--- src/rtl/tdm_demux_pkg.sv ---
`default_nettype none
//------------------------------------------------------------------------------
// Module  : tdm_demux_pkg
// Brief   : Shared types and constants for the 4-channel TDM word demultiplexer.
// Revision: 1.0 - initial release
//------------------------------------------------------------------------------
package tdm_demux_pkg;

   localparam int         SLOT_W    = 2;
   localparam int         NUM_CH    = 4;
   localparam logic [1:0] SLOT_LAST = 2'd3;

   typedef enum logic {
      IDLE    = 1'b0,
      COLLECT = 1'b1
   } demux_state_t;

endpackage
`default_nettype wire

--- src/rtl/tdm_slot_ctr.sv ---
`default_nettype none
//------------------------------------------------------------------------------
// Module  : tdm_slot_ctr
// Brief   : 2-bit slot index counter with clear, load-to-1 and increment.
// Revision: 1.0 - initial release
//------------------------------------------------------------------------------
module tdm_slot_ctr
   import tdm_demux_pkg::*;
(
   input  logic              clk,
   input  logic              rst_n,
   input  logic              clr,
   input  logic              load1,
   input  logic              inc,
   output logic [SLOT_W-1:0] slot
);

   logic [SLOT_W-1:0] r_slot;

   // Clear wins over load so a parity abort on a sof word lands in slot 0.
   always_ff @(posedge clk or negedge rst_n) begin
      if (!rst_n) begin
         r_slot <= '0;
      end else if (clr) begin
         r_slot <= '0;
      end else if (load1) begin
         r_slot <= SLOT_W'(1);
      end else if (inc) begin
         r_slot <= r_slot + SLOT_W'(1);
      end
   end

   assign slot = r_slot;

endmodule
`default_nettype wire

--- src/rtl/tdm_demux4x1.sv ---
`default_nettype none
//------------------------------------------------------------------------------
// Module  : tdm_demux4x1
// Brief   : Rebuilds four parallel channels from a sof-marked TDM word stream.
//           Optional din_par parity check enabled by defining DEMUX_PARITY_EN.
// Revision: 1.0 - initial release
//------------------------------------------------------------------------------
module tdm_demux4x1
   import tdm_demux_pkg::*;
#(
   parameter int WIDTH = 4
) (
   input  logic              clk,
   input  logic              rst_n,
   input  logic [WIDTH-1:0]  din,
   input  logic              din_valid,
   input  logic              sof,
`ifdef DEMUX_PARITY_EN
   input  logic              din_par,
`endif
   output logic [WIDTH-1:0]  y0,
   output logic [WIDTH-1:0]  y1,
   output logic [WIDTH-1:0]  y2,
   output logic [WIDTH-1:0]  y3,
   output logic              frame_valid,
   output logic              frame_err,
   output logic [SLOT_W-1:0] slot
);

   demux_state_t      r_state, w_state_nxt;
   logic [WIDTH-1:0]  r_stage0, r_stage1, r_stage2;
   logic [WIDTH-1:0]  r_y0, r_y1, r_y2, r_y3;
   logic              r_frame_valid, r_frame_err;
   logic              w_load1, w_inc, w_clr, w_err, w_done;
   logic              w_par_bad;
   logic [SLOT_W-1:0] w_slot;

`ifdef DEMUX_PARITY_EN
   // Even parity: din_par must equal the XOR of the word bits.
   assign w_par_bad = din_par ^ (^din);
`else
   assign w_par_bad = 1'b0;
`endif

   tdm_slot_ctr u_slot_ctr (
      .clk   (clk),
      .rst_n (rst_n),
      .clr   (w_clr),
      .load1 (w_load1),
      .inc   (w_inc),
      .slot  (w_slot)
   );

   always_ff @(posedge clk or negedge rst_n) begin
      if (!rst_n) begin
         r_state <= IDLE;
      end else begin
         r_state <= w_state_nxt;
      end
   end

   always_comb begin
      w_state_nxt = r_state;
      w_load1     = 1'b0;
      w_inc       = 1'b0;
      w_clr       = 1'b0;
      w_err       = 1'b0;
      w_done      = 1'b0;
      case (r_state)
         IDLE: begin
            if (din_valid) begin
               if (!w_par_bad && sof) begin
                  w_load1     = 1'b1;
                  w_state_nxt = COLLECT;
               end else begin
                  w_err = 1'b1;
               end
            end
         end
         COLLECT: begin
            if (din_valid) begin
               if (w_par_bad) begin
                  w_err       = 1'b1;
                  w_clr       = 1'b1;
                  w_state_nxt = IDLE;
               end else if (sof) begin
                  // Early sof restarts the frame with this word as slot 0.
                  w_err   = 1'b1;
                  w_load1 = 1'b1;
               end else if (w_slot == SLOT_LAST) begin
                  w_done      = 1'b1;
                  w_clr       = 1'b1;
                  w_state_nxt = IDLE;
               end else begin
                  w_inc = 1'b1;
               end
            end
         end
         default: w_state_nxt = IDLE;
      endcase
   end

   always_ff @(posedge clk or negedge rst_n) begin
      if (!rst_n) begin
         r_stage0      <= '0;
         r_stage1      <= '0;
         r_stage2      <= '0;
         r_y0          <= '0;
         r_y1          <= '0;
         r_y2          <= '0;
         r_y3          <= '0;
         r_frame_valid <= 1'b0;
         r_frame_err   <= 1'b0;
      end else begin
         r_frame_valid <= w_done;
         r_frame_err   <= w_err;
         if (w_load1) begin
            r_stage0 <= din;
         end else if (w_inc) begin
            if (w_slot == SLOT_W'(1)) begin
               r_stage1 <= din;
            end else begin
               r_stage2 <= din;
            end
         end
         // All four outputs load together on the slot-3 word.
         if (w_done) begin
            r_y0 <= r_stage0;
            r_y1 <= r_stage1;
            r_y2 <= r_stage2;
            r_y3 <= din;
         end
      end
   end

   assign y0          = r_y0;
   assign y1          = r_y1;
   assign y2          = r_y2;
   assign y3          = r_y3;
   assign frame_valid = r_frame_valid;
   assign frame_err   = r_frame_err;
   assign slot        = w_slot;

endmodule
`default_nettype wire

--- config.mk ---
export PLATFORM = sky130hd
export DESIGN_NAME = tdm_demux4x1
export DESIGN_NICKNAME = d
export VERILOG_FILES = /design/src/rtl/tdm_demux_pkg.sv /design/src/rtl/tdm_slot_ctr.sv /design/src/rtl/tdm_demux4x1.sv
export SDC_FILE = /design/constraint.sdc
export NUM_CORES = 1
export LEC_CHECK = 0
export BUFFER_PORTS_ARGS = -buffer_cell sky130_fd_sc_hd__buf_2
export CAP_MARGIN = 0
export CORE_MARGIN = 4
export CORE_UTILIZATION = 38
export DETAILED_ROUTE_END_ITERATION = 8
export REMOVE_ABC_BUFFERS = 1
export SETUP_SLACK_MARGIN = 0.05
export SYNTH_ARGS = -nofsm -noshare
export SYNTH_HDL_FRONTEND = slang
export SYNTH_SLANG_ARGS = --single-unit
--- constraint.sdc ---
create_clock -name clk -period 2.3 [get_ports clk]
set_input_delay 0.115 -clock clk [delete_from_list [all_inputs] [get_ports clk]]
set_output_delay 0.115 -clock clk [all_outputs]
set_load 0.02 [all_outputs]
After elaboration in Yosys (flattened, before gate mapping). Cells that the tools add are included.

Add/subtract/negate cells: 1. Equality and inequality tests: 2. Multiplexer cells: 19. Bitwise gates (word level): 3. Reduce and logical (&&, ||, !) cells: 3.

Operator list (number): 2-to-1 mux 1 bit (14); 2-to-1 mux 2 bit (3); AND reduction 3 bit (2); case mux 1 bit (2 select lines) (2); inverter 1 bit (3); nonzero test 3 bit (1); adder 2 x 1 -> 2 bit (second input constant) (1); equality test 2 x 1 -> 1 bit (second input constant) (1); equality test 2 bit (second input constant) (1).

Register bits: 33. Bits of input ports: 8. Output and inout bits: 20. Logic and storage cells: 39.

Logic depth before layout (Yosys ltp).
Depth after elaboration: 8. Gate-level depth with buffers: 4. Depth with buffers taken out: 4.

By module. From an unflattened synthesis, not the netlist that was laid out.

Cell total of the unflattened synthesis: 80. Area total of the unflattened synthesis: 1311.3 um^2.

By module, submodules not included: tdm_demux4x1 (times used 1, cells an instance 72, area each 1213.7 um^2, sequential area each 775.7 um^2); tdm_slot_ctr (times used 1, cells an instance 8, area each 97.6 um^2, sequential area each 50.0 um^2).

Least setup slack after synthesis. OpenSTA, ideal clock, no wires.

Kind: reg2reg. From: register u_slot_ctr.r_slot[0], in the netlist u_slot_ctr.slot[0]. To: register r_stage2[0]. Setup time: 125 ps. Data arrival time: 1578 ps. Required time: 2175 ps. Path slack: 597 ps. Cell stages (with the launch flop): 5. Buffers on the path: 0. Clock period less this slack: 1703 ps. Cells stage by stage: dfrtp_1 ha_1 and4bb_1 nor2b_4 mux2_4.

Longest elaborated chain between the ends: 6. Elaborated cells on any way between the ends: 8. Classes of those cells: eq/ne (2); mux (4); bitwise (1); reduce/logical (1).

RTL lines: start, declared (line tdm_slot_ctr.sv:18) `logic [SLOT_W-1:0] r_slot;`; start signal, assigned (line tdm_slot_ctr.sv:29) `r_slot <= r_slot + SLOT_W'(1);`; equality test 2 bit (line tdm_demux4x1.sv:90) `end else if (w_slot == SLOT_LAST) begin`; 2-to-1 mux 1 bit (line tdm_demux4x1.sv:90); 2-to-1 mux 1 bit (line tdm_demux4x1.sv:86) `end else if (sof) begin`; 2-to-1 mux 1 bit (line tdm_demux4x1.sv:81) `if (din_valid) begin`; 2-to-1 mux 1 bit (line tdm_demux4x1.sv:69) `case (r_state)`; AND reduction 3 bit (no line) *; end signal, assigned (line tdm_demux4x1.sv:123) `r_stage2 <= din;`; end, declared (line tdm_demux4x1.sv:31) `logic [WIDTH-1:0] r_stage0, r_stage1, r_stage2;`.

Mark *: on every way between the ends. The rest lies on a longest branch, timed or not. A chain may end at the register's enable or synchronous reset.

Worst setup path after layout.
From: register u_slot_ctr.r_slot[0], in the netlist u_slot_ctr.slot[0]. To: register r_stage2[1].

Same word-level chain as after synthesis.

==> metrics <==
status=complete, no violations; Yosys reg bits=33; I/O Buffers=27; Crit. Startpoint=u_slot_ctr.slot[0]; Clock Root Buffer=clkbuf_4; PD cells=1240 nW/um^2; vias in the first global route=796; Total Wirelength=2240 um; top-area cell type share of the netlist area=60.1%; Max Buffers Root-to-Sink=2; row cnt=21; Post-Synthesis Cells=84; post-DR wirelength/cell=13.9 um; hold endpoint=u_slot_ctr.slot[1]; Static Leak=between 0.8 and 0.9 nW; DR vias=760; GR Overflow Total=0; Total GRT Usage=between 10% and 20%; # DRC=0; Final Hold Vio Count=0; Startpoint Class=flop; clk_lat worst skew=0.33 ns; worst r2r src=u_slot_ctr.slot[0]; fin util=46.6%; peak supply drop=481 uV; Starting Density=between 40 and 50%; Tot Pwr=1.98 mW; share of layout cells above drive strength 1=54.8%; RSZ-0062 raised after global routing=false; Critical R2R Capture=r_stage2[1]; die area=roughly 4600 sq um; Die Span Y=approximately 68 um; post-synthesis area per instance=16.4 sq um; Initial DRC Count=9; Worst-path clk slew=0.09 ns; Final setup viols=0; vias per cell=4.72; f_max=0.591 GHz; Crit path required time=2.52 ns; # Max-Cap Violations=0; IO Count=28; HPWL after detailed placement=1620 um; relative slew slack=a little over half; register-to-register setup slack=0.61 ns; min Tclk post-route=1.69 ns; Yosys warnings=0; CP endpoint kind=flop; worst setup path category=reg2reg; Max Slew Vio Count=0; Cell variety after synth=18; r2r worst-path depth=4; Area Overhead vs Synth=15.9%; Layout Skew=approximately 0.0049 ns; largest net degree at the start of global routing=34; Antenna Violating Nets Remaining=0; nets@finish=126; initial antenna violation count=0; Core Region=3420 sq um; CTS tree=done; Hold/Removal Path Class=in2reg; Worst Path Max Fanout=5; DR pass1 iterations=4; Die W=68.1 um; register area share after synthesis=60.1%; setup TNS=0 ns; worst-margin pin slew=0.701 ns; CP arrival=~1.9 ns; cts repair resizes=0; Synth area leaders=dfrtp_1 60%, mux2_4 14%, mux2_2 12%, ha_1 1.8%, nand4b_4 1.7%; Diodes inserted=0; period utilization=73.6%; CTS H-Tree Depth=2; Post-Syn Area=roughly 1400 sq um; worst hold path depth=2; HP Start=sof; first-pass GRT wire length=3730 um; TritonCTS Buffers=5; RD Place Congestion=0.634; Synth area leader=dfrtp_1; CTS Sinks=33
worst max-delay path, stage by stage (launching register included):
cell and delay, ns:
dfrtp_1 0.43, ha_1 0.30, and4bb_1 0.32, nor2b_4 0.23, mux2_4 0.32
cells in the final DEF (no fill, tap or decap):
cell           netlist  final
o21ai_0              1      1
clkbuf_4             0      5
and2_1               1      1
inv_1                2      2
dlygate4sd3_1        0      1
clkinv_2             0      1
nor2b_4              1      1
nand4b_4             1      1
nor3b_1              1      1
nand2_1              6      6
o22ai_1              1      1
o32a_1               1      1
and4bb_1             1      1
buf_2                0     27
dfrtp_1             33     33
xnor2_1              1      1
ha_1                 2      2
a22o_1               1      1
mux2_2              15     15
mux2_4              13     13
Yosys cell counts (all sizes together):
cell     n
dfrtp   33
mux2    28
nand2    6
buf      3
ha       2
inv      2
a22o     1
and2     1
and4bb   1
nand4b   1
nor2b    1
nor3b    1
o21ai    1
o22ai    1
o32a     1
xnor2    1
repair_timing:
action                                 CTS  global route
setup buffers                            0             0
endpoints found under the hold margin   33             0
hold buffers                             1             0
setup endpoints to repair                0             0
cell type report:
| type | count | area (sq um) |
|---|---|---|
| Clock buffer | 5 | 37.5 |
| Clock inverter | 1 | 5.00 |
| Fill cell | 312 | 1820 |
| Inverter | 2 | 7.51 |
| Multi-Input combinational cell | 46 | 514 |
| Sequential cell | 33 | 826 |
| Tap cell | 46 | 57.6 |
| Timing Repair Buffer | 28 | 145 |
cells by family after synthesis:
kind of cell               share of synthesized area [%]
DFF                                                 60.1
muxes                                               26.5
and+or+nand+nor                                     6.28
buffers and inverters                               2.46
AOI/OAI and AO/OA                                   2.19
adders and majority gates                           1.82
xor gates and xnor gates                           0.638
per-layer routing:
layer | vias up | wire length [um] | GRT usage, %
li1 | 354 | - | -
met2 | 22 | 1060 | 17.3
met4 | 0 | 63 | 8.19
met3 | 6 | 152 | 5.58
met5 | - | 0 | 0
met1 | 378 | 964 | 13.1
where the power goes:
group	total (mW)	switching (mW)	internal [mW]	leakage [nW]
Combinational	0.761	0.370	0.391	0.385
Clock	0.277	0.171	0.106	0.0269
Sequential	0.945	0.133	0.812	0.405
worst max path at each step:
stage / cells after the start / slack [ns] / end
after floorplan: 4 / 0.60 / r_stage2[0]
after global placement: 4 / 0.67 / r_stage2[2]
after detailed placement: 4 / 0.60 / r_stage2[1]
after CTS: 4 / 0.61 / r_stage2[1]
after global routing: 4 / 0.56 / r_stage2[3]
final: 4 / 0.61 / r_stage2[1]
through the flow:
step | cells | cell area [sq um] | setup WS, ns | hold slack [ns]
3_5_place_dp | 154 | 1540 | 0.602 | 0.215
4_1_cts | 161 | 1590 | 0.606 | 0.0480
2_1_floorplan | 81 | 1350 | 0.597 | -0.181
5_1_grt | 161 | 1590 | 0.560 | 0.0487
3_3_place_gp | 154 | 1540 | 0.665 | 0.205
6_report | 161 | 1590 | 0.607 | 0.0627
registers in the layout, indices dropped and copies added (netlist names):
| name | count |
|---|---|
| r_stage2 | 4 |
| frame_err | 1 |
| u_slot_ctr.slot | 2 |
| y1 | 4 |
| y2 | 4 |
| y3 | 4 |
| r_stage1 | 4 |
| frame_valid | 1 |
| r_stage0 | 4 |
| y0 | 4 |
| r_state | 1 |
Power figures use the tool's default switching activity.
